## config.mk

```make
export PLATFORM = sky130hd
export DESIGN_NAME = dcache_fill_fsm
export DESIGN_NICKNAME = d
export VERILOG_FILES = /design/src/rtl/dcache_fill_fsm.sv
export SDC_FILE = /design/constraint.sdc
export NUM_CORES = 1
export LEC_CHECK = 0
export CORE_UTILIZATION = 39
export CTS_CLUSTER_SIZE = 8
export DETAILED_ROUTE_END_ITERATION = 8
export PLACE_DENSITY = 0.95
export SLEW_MARGIN = 10
export SYNTH_ARGS = -nofsm -noshare
export SYNTH_HDL_FRONTEND = slang
export SYNTH_SLANG_ARGS = --single-unit
export TNS_END_PERCENT = 10
```

## constraint.sdc

```tcl
create_clock -name clk -period 1.7 [get_ports clk]
set_input_delay 0.255 -clock clk [delete_from_list [all_inputs] [get_ports clk]]
set_output_delay 0.255 -clock clk [all_outputs]
set_load 0.05 [all_outputs]
```

## src/rtl/dcache_fill_fsm.sv

```systemverilog
// D-cache miss handler: fetches a 16-byte block as eight word reads.
// Optional macro DCACHE_CWF_EN starts the fill at the missed word.
module dcache_fill_fsm #(
  parameter int WORDS = 8
) (
  input  logic        clk,
  input  logic        rst_n,
  input  logic        miss_detected,
  input  logic [15:0] miss_address,
  input  logic [15:0] memory_data,
  input  logic        memory_data_valid,
  output logic        fsm_busy,
  output logic        mem_en,
  output logic [15:0] memory_address,
  output logic        write_data_array,
  output logic        write_tag_array,
  output logic [15:0] fill_address,
  output logic        fill_done,
  output logic        crit_word
);

  typedef enum logic {
    IDLE,
    FILL
  } state_t;

  state_t      state;
  state_t      state_d;
  logic [11:0] blk_addr;
  logic [11:0] blk_addr_d;
  logic [2:0]  start_idx;
  logic [2:0]  start_idx_d;
  logic [3:0]  req_cnt;
  logic [3:0]  req_cnt_d;
  logic [3:0]  rcv_cnt;
  logic [3:0]  rcv_cnt_d;
  logic [2:0]  miss_idx;
  logic        unused_ok;

`ifdef DCACHE_CWF_EN
  assign miss_idx = miss_address[3:1];
`else
  assign miss_idx = 3'd0;
`endif

  // Data words go straight to the array; the FSM only sequences them.
  assign unused_ok = ^{memory_data, miss_address[3:0]};

  // State and fill bookkeeping registers.
  always_ff @(posedge clk) begin
    if (!rst_n) begin
      state     <= IDLE;
      blk_addr  <= '0;
      start_idx <= '0;
      req_cnt   <= '0;
      rcv_cnt   <= '0;
    end else begin
      state     <= state_d;
      blk_addr  <= blk_addr_d;
      start_idx <= start_idx_d;
      req_cnt   <= req_cnt_d;
      rcv_cnt   <= rcv_cnt_d;
    end
  end

  // Next state, counters and per-cycle outputs.
  always_comb begin
    state_d          = state;
    blk_addr_d       = blk_addr;
    start_idx_d      = start_idx;
    req_cnt_d        = req_cnt;
    rcv_cnt_d        = rcv_cnt;
    fsm_busy         = 1'b0;
    mem_en           = 1'b0;
    memory_address   = '0;
    write_data_array = 1'b0;
    write_tag_array  = 1'b0;
    fill_address     = '0;
    fill_done        = 1'b0;
    crit_word        = 1'b0;
    unique case (state)
      IDLE: begin
        if (miss_detected) begin
          blk_addr_d  = miss_address[15:4];
          start_idx_d = miss_idx;
          req_cnt_d   = '0;
          rcv_cnt_d   = '0;
          state_d     = FILL;
        end
      end
      FILL: begin
        fsm_busy       = 1'b1;
        mem_en         = (req_cnt < 4'(WORDS));
        memory_address = {blk_addr,
                          start_idx + req_cnt[2:0],
                          1'b0};
        fill_address   = {blk_addr,
                          start_idx + rcv_cnt[2:0],
                          1'b0};
        if (mem_en) begin
          req_cnt_d = req_cnt + 4'd1;
        end
        if (memory_data_valid) begin
          write_data_array = 1'b1;
          crit_word        = (rcv_cnt == 4'd0);
          rcv_cnt_d        = rcv_cnt + 4'd1;
          if (rcv_cnt == 4'(WORDS - 1)) begin
            write_tag_array = 1'b1;
            fill_done       = 1'b1;
            state_d         = IDLE;
          end
        end
      end
      default: state_d = IDLE;
    endcase
  end

endmodule

```

# --- After elaboration in Yosys (flattened, before gate mapping) ---
# Cells that the tools add are included.
classes:
  mux: 20
  order_cmp: 1
  bitwise: 1
  eq_ne: 4
  add_sub_neg: 2
  reduce_logical: 4
op_table:
  columns: ["cell", "n"]
  rows:
  - ["$mux 16", 2]
  - ["$pmux 4 s2", 2]
  - ["$mux 1", 12]
  - ["$mux 4", 3]
  - ["$add 4x1->4 const B", 2]
  - ["$reduce_and 2->1", 3]
  - ["$eq 4x3->1 const B", 1]
  - ["$logic_not 4->1", 1]
  - ["$lt 4x4->1 const B", 1]
  - ["$ne 2x2->1 const B", 2]
  - ["$ne 2x1->1 const B", 1]
  - ["$pmux 1 s2", 1]
  - ["$not 1->1", 1]
word_totals:
  ff_bits: 21
  word_cells: 36
  output_inout_bits: 38

# --- Depth between registers and ports, before layout ---
depth:
  word_depth: 4
  ltp_mapped: 5
  mapped_depth_nobuf: 4

# --- Worst setup path after synthesis ---
# No wires, ideal clock.
synth_timing:
  path_kind: "reg-to-output"
  from: "register state"
  to: "output port crit_word"
  arrival_ns: 2.680
  stages_incl_launch_ff: 3
  n_path_buf: 0
  t_required_ns: 1.445
  setup_slack_ns: -1.235
  path_cell_list: "dfxtp_1 -> nand2_1 -> nor4b_1"
synth_between:
  elab_chain_len: 1
synth_lines:
  columns: ["element", "line", "text"]
  rows:
  - ["from (decl)", "27", "state_t state;"]
  - ["from (signal assigned)", "58", "state <= state_d;"]
  - ["$mux 1", "81", "unique case (state)"]
  - ["to (decl)", "19", "output logic crit_word"]
# Every way passes these cells.

# --- Worst setup path after layout ---
layout_timing:
  from: "register rcv_cnt[1]"
  to: "output port write_tag_array"
layout_between:
  elab_chain_len: 4
layout_lines:
  columns: ["element", "line", "text"]
  rows:
  - ["from (decl)", "35", "logic [3:0] rcv_cnt;"]
  - ["from (signal assigned)", "62", "rcv_cnt <= rcv_cnt_d;"]
  - ["$eq 4x3->1", "107", "if (rcv_cnt == 4'(WORDS - 1)) begin"]
  - ["$mux 1", "107", null]
  - ["$mux 1", "103", "if (memory_data_valid) begin"]
  - ["$mux 1", "81", null]
  - ["to (decl)", "16", "output logic write_tag_array,"]
# Every way passes these cells.

==> flow_summary_export.csv <==
group,metric,value,unit
status,status,"finished clean",
yosys,syn_inst,140,
routing,drtAntennaViolNets,0,
floorplan,die_x,56.2,um
floorplan,pin_count,74,
cells_and_area,antenna_cells,0,
cells_and_area,final_util,74.3,%
power,peakVddDrop,0.000525,V
floorplan,die-area,3160,um2
timing,hold_viol_final,0,
cells_and_area,final_area,2070,um2
critical_path,rr_startpoint,"state$_SDFF_PN0_",
placement,dp_hpwl,1830,um
global_route,grt_use_total,16.7,%
critical_path,rr_endpoint,"blk_addr[1]$_SDFFE_PN0P_",
yosys,ys_seq_area_share,36.7,%
yosys,synthFlopType,"dfxtp_1",
global_route,grt_pass1_vias,948,
critical_path,worstPathArrival,1.41,ns
timing,clock_skew,0.00375,ns
global_route,grt_first_pass_wirelength,4130,um
clocking,numCtsBuffers,3,
power,leakage,0.845,nW
clocking,cts_root_buffer,"clkbuf_4",
clocking,worstSkewPairLatency,0.29,ns
placement,placed_cell_area,1990,um2
hold_path,min_delay_worst_endpoint,"blk_addr[9]$_SDFFE_PN0P_",
critical_path,crit_required,1.44,ns
routing,first_iter_violations,17,
hold_path,min_from,"blk_addr[9]$_SDFFE_PN0P_",
yosys,mappedNetlistArea,1150,um2
critical_path,crit_fanout,4,
clocking,cts.reportedPaths.clkPinSlew,0.11,ns
critical_path,reg2regPathDepth,5,
critical_path,r2r_setup_slack,0.24,ns
cells_and_area,drive_gt1_share,34.6,%
cells_and_area,num-fill-cells,181,
placement,portBuffers,51,
yosys,synth_seq_cells,21,
yosys,yosysTopAreaCellShare,36.7,%
floorplan,row_count,19,
floorplan,die_y,56.2,um
yosys,synth.largest_area_cell,"dfxtp_1",
yosys,synth_cell_type_count,28,
routing,wirelength,2640,um
hold_path,whs_path_depth,2,
clocking,clock_path_buffers,2,
clocking,cts_hold_buffers,0,
critical_path,worstSetupPathType,"register to output pin",
timing,fmax,0.599,GHz
cells_and_area,fin_nets,222,
yosys,yosys_warnings,0,
floorplan,core-area,2780,um2
global_route,overflow,0,
placement,gp_congestion,0.823,
yosys,avgSynthCellArea,8.19,um2
timing,maxSlewViolCount,0,
routing,drtPass1Iterations,4,
yosys,ys_async_sr_fraction,0,%
timing,period_minus_slack,1.67,ns
yosys,synth_edf_count,0,
clocking,clock_sinks,21,
global_route,antenna_found_initial,0,
timing,setup_viol,0,
global_route,grt_max_degree,23,
routing,num_vias,1037,
yosys,synth_area_leaders,"dfxtp_1 (37%), buf_4 (10%), and2_1 (9.8%)",
critical_path,critPathCaptureType,"output pin",
flow_run,drv_cap,0,
routing,drc,0,
timing,min_period_over_period,98.2,%
routing,wl_per_cell,12.4,um
hold_path,min_path_type,"register to register",
routing,drt-vias-per-instance,4.87,
yosys,yosysMostFrequentCell,"nand2_1",
critical_path,critPathLaunchType,"register",
clocking,htree_levels,1,
clocking,cts_tree,"built",
yosys,synth_common_cells,"nand2_1 (27), dfxtp_1 (21), and2_1 (18), buf_4 (16), a21boi_0 (14)",
power,p_per_area,533,nW/um2
floorplan,start_util,41.2,%
cells_and_area,area_delta_synth_final,80.2,%
-- routing by layer --
metal  part of all wire [%]  GRT usage (%)
met2                     53           32.3
met3                    6.4           4.42
met1                     39           17.6
met4                    1.1           4.18
met5                      0              0
-- power breakdown --
group          total (mW)  internal (mW)  leakage (nW)  switching, mW
Combinational       0.338          0.162         0.655          0.176
Clock               0.234         0.0911        0.0150          0.143
Sequential          0.530          0.512         0.174         0.0179
-- final cells by class --
cell class	instances	area (um2)	share of cell area (%)
Inverter	4	15.0	0.727
Sequential cell	21	433	21.0
Tap cell	31	38.8	1.88
Timing Repair Buffer	59	935	45.2
Multi-Input combinational cell	94	618	29.9
Clock buffer	4	26.3	1.27
-- how the worst max path moves through the flow --
stage / from / endpoint / slack [ns]
finish: rcv_cnt[1]$_SDFFE_PN0P_ / write_tag_array / 0.03
global route: rcv_cnt[0]$_SDFFE_PN0P_ / write_tag_array / -0.01
CTS: rcv_cnt[1]$_SDFFE_PN0P_ / write_tag_array / 0.009
detailed placement: memory_data_valid / crit_word / 0.07
global placement: memory_data_valid / crit_word / 0.09
floorplan: state$_SDFF_PN0_ / memory_address[11] / -0.01
-- flip-flops by register name, indices dropped and copies added (netlist names) --
name      flops
rcv_cnt       4
state         1
blk_addr     12
req_cnt       4
-- layout by cell type (no fill, tap or decap), types with 2 or more instances in the layout --
master,count
buf_12,36
nand2_1,26
and2_1,17
dfxtp_1,17
clkdlybuf4s50_1,15
a21boi_0,14
buf_4,7
nand3_1,4
inv_1,3
nand2b_1,3
nor2_1,3
clkbuf_4,3
dfxtp_4,3
and2_2,2
and3_1,2
o21a_1,2
and3_2,2
o21ai_0,2
nand4_1,2
mux2i_1,2
ha_4,2
conb_1,2
-- what timing repair did --
item	in CTS	in global routing
setup buffers	1	1
resized for setup	0	11
pin swaps	1	2
setup endpoints to repair	3	3
-- per-stage QoR --
step	hold WS [ns]	cells	power, mW	setup WS [ns]	TNS [ns]
after floorplan	0.400	141	0.722	-0.0109	-0.0436
after global routing	0.488	213	1.15	-0.0101	-0.0170
after detailed placement	0.452	207	0.873	0.0682	0
after CTS	0.468	212	1.11	0.00853	0
final	0.464	213	1.10	0.0312	0
after global placement	0.444	207	0.867	0.0855	0
-- logic make-up (layout without fill, tap and decap cells) --
kind of cell    count (synthesis)  count (layout)  share of synthesized area [%]
flops                          21              21                           36.7
fa+ha+maj                       3               3                           3.28
other cells                     1               2                          0.327
buf+inv                        26              67                           14.5
mux                             3               3                           2.73
compound gates                 19              19                           11.8
simple gates                   66              66                           29.9
xor+xnor                        1               1                          0.764
-- critical path, stage by stage (launching register included) --
cell and delay [ns]:
dfxtp_4 0.39, ha_4 0.14, nand2_1 0.09, nor3_4 0.31
buf_12 0.18
(Power assumes the default switching activity.)
